--- config.mk ---
export PLATFORM = sky130hd
export DESIGN_NAME = uart_tx_fifo
export DESIGN_NICKNAME = d
export VERILOG_FILES = /design/src/rtl/uart_fifo_mem.sv /design/src/rtl/uart_tx_fifo.sv
export SDC_FILE = /design/constraint.sdc
export NUM_CORES = 1
export LEC_CHECK = 0
export CAP_MARGIN = 15
export CORE_MARGIN = 5
export CORE_UTILIZATION = 57
export CTS_CLUSTER_SIZE = 24
export DETAILED_ROUTE_END_ITERATION = 6
export GPL_ROUTABILITY_DRIVEN = 0
export GPL_TIMING_DRIVEN = 0
export PLACE_DENSITY = 0.86
export SLEW_MARGIN = 15
export SYNTH_ARGS = -nofsm -noshare
export SYNTH_HDL_FRONTEND = slang
export SYNTH_SLANG_ARGS = --single-unit
--- constraint.sdc ---
create_clock -name clk -period 3.05 [get_ports clk]
set_input_delay 0.61 -clock clk [delete_from_list [all_inputs] [get_ports clk]]
set_output_delay 0.61 -clock clk [all_outputs]
set_load 0.02 [all_outputs]
--- src/rtl/uart_fifo_mem.sv ---
// DEPTH x WIDTH register array: synchronous write, asynchronous read.
// Shared storage for the UART transmit and receive FIFOs.
module uart_fifo_mem #(
  parameter int DEPTH = 8,
  parameter int WIDTH = 8,
  parameter int AW    = $clog2(DEPTH)
) (
  input  logic             clk,
  input  logic             wr_en,
  input  logic [AW-1:0]    wr_addr,
  input  logic [WIDTH-1:0] wr_data,
  input  logic [AW-1:0]    rd_addr,
  output logic [WIDTH-1:0] rd_data
);

  logic [WIDTH-1:0] mem [DEPTH];

  // Contents are never reset; the owning FIFO's count decides what is valid.
  always_ff @(posedge clk) begin
    if (wr_en) begin
      mem[wr_addr] <= wr_data;
    end
  end

  assign rd_data = mem[rd_addr];

endmodule

--- src/rtl/uart_tx_fifo.sv ---
// Byte FIFO between the CPU write path and the UART transmitter.
// Full/empty come from count; all outputs derive from registered state only.
module uart_tx_fifo #(
  parameter int DEPTH = 8,
  parameter int WIDTH = 8
) (
  input  logic                     clk,
  input  logic                     reset,
  input  logic [WIDTH-1:0]         enq_data,
  input  logic                     enq_valid,
  output logic                     enq_ready,
  output logic [WIDTH-1:0]         deq_data,
  output logic                     deq_valid,
  input  logic                     deq_ready,
  output logic [$clog2(DEPTH):0]   count,
  output logic                     overflow,
  input  logic                     overflow_clr
);

  localparam int PTR_W = $clog2(DEPTH);
  localparam int CNT_W = PTR_W + 1;

  logic [PTR_W-1:0] rd_ptr;
  logic [PTR_W-1:0] wr_ptr;
  logic [CNT_W-1:0] count_q;
  logic             overflow_q;
  logic             enq_fire;
  logic             deq_fire;

  assign enq_ready = (count_q != CNT_W'(DEPTH));
  assign deq_valid = (count_q != '0);
  assign count     = count_q;
  assign overflow  = overflow_q;

  // Gated by enq_ready alone, so a same-cycle dequeue never lets a full FIFO accept.
  assign enq_fire = enq_valid && enq_ready;
  assign deq_fire = deq_valid && deq_ready;

  uart_fifo_mem #(
    .DEPTH (DEPTH),
    .WIDTH (WIDTH),
    .AW    (PTR_W)
  ) u_mem (
    .clk     (clk),
    .wr_en   (enq_fire),
    .wr_addr (wr_ptr),
    .wr_data (enq_data),
    .rd_addr (rd_ptr),
    .rd_data (deq_data)
  );

  always_ff @(posedge clk) begin
    if (!reset) begin
      rd_ptr     <= '0;
      wr_ptr     <= '0;
      count_q    <= '0;
      overflow_q <= 1'b0;
    end else begin
      if (enq_fire) begin
        wr_ptr <= wr_ptr + 1'b1;
      end
      if (deq_fire) begin
        rd_ptr <= rd_ptr + 1'b1;
      end
      if (enq_fire && !deq_fire) begin
        count_q <= count_q + 1'b1;
      end else if (deq_fire && !enq_fire) begin
        count_q <= count_q - 1'b1;
      end
      // Clear wins over a same-cycle attempted write while full.
      if (overflow_clr) begin
        overflow_q <= 1'b0;
      end else if (enq_valid && !enq_ready) begin
        overflow_q <= 1'b1;
      end
    end
  end

endmodule

==> impl_metrics.json, run 1 <==
{
  "status": "finished clean",
  "postPlaceCellArea_sq_um": 3580,
  "worst_ep_required_time_ns": 2.44,
  "startpoint_type": "register",
  "hp-class": "register to register",
  "path_max_fanout": 10,
  "skew_ns": 0.00554,
  "syn_inst": 171,
  "power.density_nw_per_um2": 838,
  "avgRoutedWirePerCell_microns": 19.3,
  "synth_cell_types": 32,
  "end_kind": "output pin",
  "grt_use_total_pct": 16.7,
  "grt_pass1_wl_microns": 8710,
  "dp_cells": 271,
  "core_sq_um": 5470,
  "power.leakage_nw": 1.29,
  "ys_ff_latch": 78,
  "cts_setup_buffers": 0,
  "rr_worst_depth": 11,
  "clk_path_buf_depth": 2,
  "synth_compound_area_share_pct": 1.22,
  "use_met2_pct": 27.8,
  "via_count": 1590,
  "synthXorXnorAreaFrac_pct": 1.65,
  "routed_wl_microns": 5510,
  "cts_root_buf": "clkbuf_8",
  "maxSlewViolCount": 0,
  "cts_buffers": 9,
  "power_mw": 3.17,
  "ctsHoldBuffers": 0,
  "rsz0062_at_grt": "no",
  "die_area_sq_um": 7190,
  "busiest_layer": "met2",
  "async_flop_share_pct": 0,
  "antenna_found_initial": 0,
  "clock_sinks": 78,
  "clk_pin_slew_ns": 0.07,
  "min_path_cells": 2,
  "io_buffers": 27,
  "drtIter0Drc": 91,
  "synth-simple-area-share_pct": 6.60,
  "postLayoutCellArea_sq_um": 3780,
  "cts_tree": "done",
  "yosysWarnings": 0,
  "fmax_mhz": 339,
  "overflow": 0,
  "setup_viol": 0,
  "synth_ff_type": "edfxtp_1",
  "tightest_slew_ns": 0.913,
  "drive_gt1_share_pct": 16.8,
  "grt_util_met3_pct": 4.81,
  "layout_common_cells": "edfxtp_1, clkdlybuf4s50_1, mux4_1",
  "n_antenna_cell": 0,
  "synthMuxAreaShare_pct": 16.5,
  "ys_seq_area_share_pct": 69.1,
  "grt_start_max_net_pins": 13,
  "start_util_pct": 58.2,
  "die_h_microns": 84.8,
  "cts_resized": 0,
  "ant_nets": 0,
  "die_w_microns": 84.8,
  "critPathKind": "register to output pin",
  "rows": 27,
  "arrival_ns": 2.34,
  "htree_levels": 3,
  "ioPinCount": 28,
  "dp_hpwl_microns": 3720,
  "synthesis.area_sq_um": 3190,
  "vdd_ir_drop_max_mv": 0.768,
  "hold_violations": 0,
  "min_period_ns": 2.95,
  "synth_top_family_by_area": "multiplexers",
  "post_drt_via_cell_ratio": 5.56,
  "clkLatencyLatePin_ns": 0.33,
  "final_common_cell": "edfxtp_1",
  "syn_avg_cell_area_sq_um": 18.6,
  "area_growth_pct": 18.7,
  "nFillCells": 361,
  "synth-edff-count": 64,
  "synth-adder-area-share_pct": 2.59,
  "grtUsageMet1_pct": 20.7,
  "maxSlewHeadroom_pct": 38.9,
  "min_period_over_period_pct": 96.7,
  "reg2reg_slack_ns": 0.38,
  "synthesis.nets": 190,
  "drtPass1Iterations": 4,
  "cap_viol_max_count": 0,
  "drc": 0,
  "grt_pass1_vias": 1667,
  "finalNonFillerCells": 286,
  "nets": 228
}
==> cells in the mapped netlist (4+ instances only) <==
cell type | count | area, sq um
edfxtp_1 | 64 | 1920
mux4_1 | 15 | 394
dfxtp_1 | 14 | 280
mux2_2 | 8 | 90.1
and2_1 | 7 | 43.8
nand2_1 | 6 | 22.5
nand3_1 | 6 | 30.0
nor2_1 | 6 | 22.5
xnor2_1 | 6 | 52.6
ha_1 | 5 | 62.6
nor3_1 | 4 | 20.0
==> registers in the layout, indices dropped and copies added (netlist names), named ones only <==
name,cells
u_mem.mem,64
count,4
rd_ptr,3
wr_ptr,3
overflow,1
==> layer usage <==
metal	up-vias	wire length [microns]
met3	8	227
met5	-	0
met4	0	91
met1	791	2320
met2	33	2870
li1	758	-
==> power by group <==
part	total, mW	internal, mW	switching (mW)
combinational	1.07	0.570	0.498
clock	0.761	0.419	0.342
sequential	1.34	1.26	0.0821
==> per-stage QoR <==
stage               util, %  hold WS (ns)  setup WS, ns  setup TNS, ns
floorplan                 -         0.467         0.543              0
global placement       64.8         0.487        -0.119         -0.949
detailed placement     65.4         0.486         0.248              0
CTS                    69.0         0.496        0.0580              0
global route           69.1         0.548        0.0122              0
finish                 69.1         0.492        0.0999              0
==> logic make-up after synthesis <==
family                     Yosys count
xor gates and xnor gates             6
AOI/OAI and AO/OA                    6
adders and majority gates            6
DFF                                 78
buffers and inverters               11
muxes                               26
and+or+nand+nor                     38
==> worst max-delay path: stages, from the launching register on <==
cell and delay (ns):
dfxtp_1 0.32, buf_6 0.15, buf_12 0.15, mux4_1 0.56, mux2_2 0.28, clkdlybuf4s50_1 0.54
==> cell type report <==
cell class                      instances  area (sq um)  share of cell area [%]
Inverter                                3          11.3                   0.298
Clock inverter                          4          45.0                    1.19
Multi-Input combinational cell         82           937                    24.8
Timing Repair Buffer                   28           280                    7.41
Tap cell                               72          90.1                    2.38
Buffer                                  7          61.3                    1.62
Sequential cell                        78          2200                    58.2
Clock buffer                           12           155                    4.10
==> path summary, 6_finish.rpt <==
| check | startpoint | to |
|---|---|---|
| worst min-delay path | overflow$_SDFFE_PP0P_ | overflow$_SDFFE_PP0P_ |
| worst max-delay path | register | deq_data[1] |
| worst max register to register | count[1]$_SDFFE_PN0P_ | count[3]$_SDFFE_PN0P_ |
| worst min register to register | overflow$_SDFFE_PP0P_ | overflow$_SDFFE_PP0P_ |
No activity file was read; power rests on OpenSTA's default activity.
==> run 2: changes to the inputs <==
--- a/config.mk
+++ b/config.mk
@@ -12,6 +12,7 @@
 export DETAILED_ROUTE_END_ITERATION = 6
 export GPL_ROUTABILITY_DRIVEN = 0
 export GPL_TIMING_DRIVEN = 0
+export HOLD_SLACK_MARGIN = 0.12
 export PLACE_DENSITY = 0.86
 export SLEW_MARGIN = 15
 export SYNTH_ARGS = -nofsm -noshare
==> results of run 2 <==
The final DEF is identical to that of run 1; final timing and power are the same.
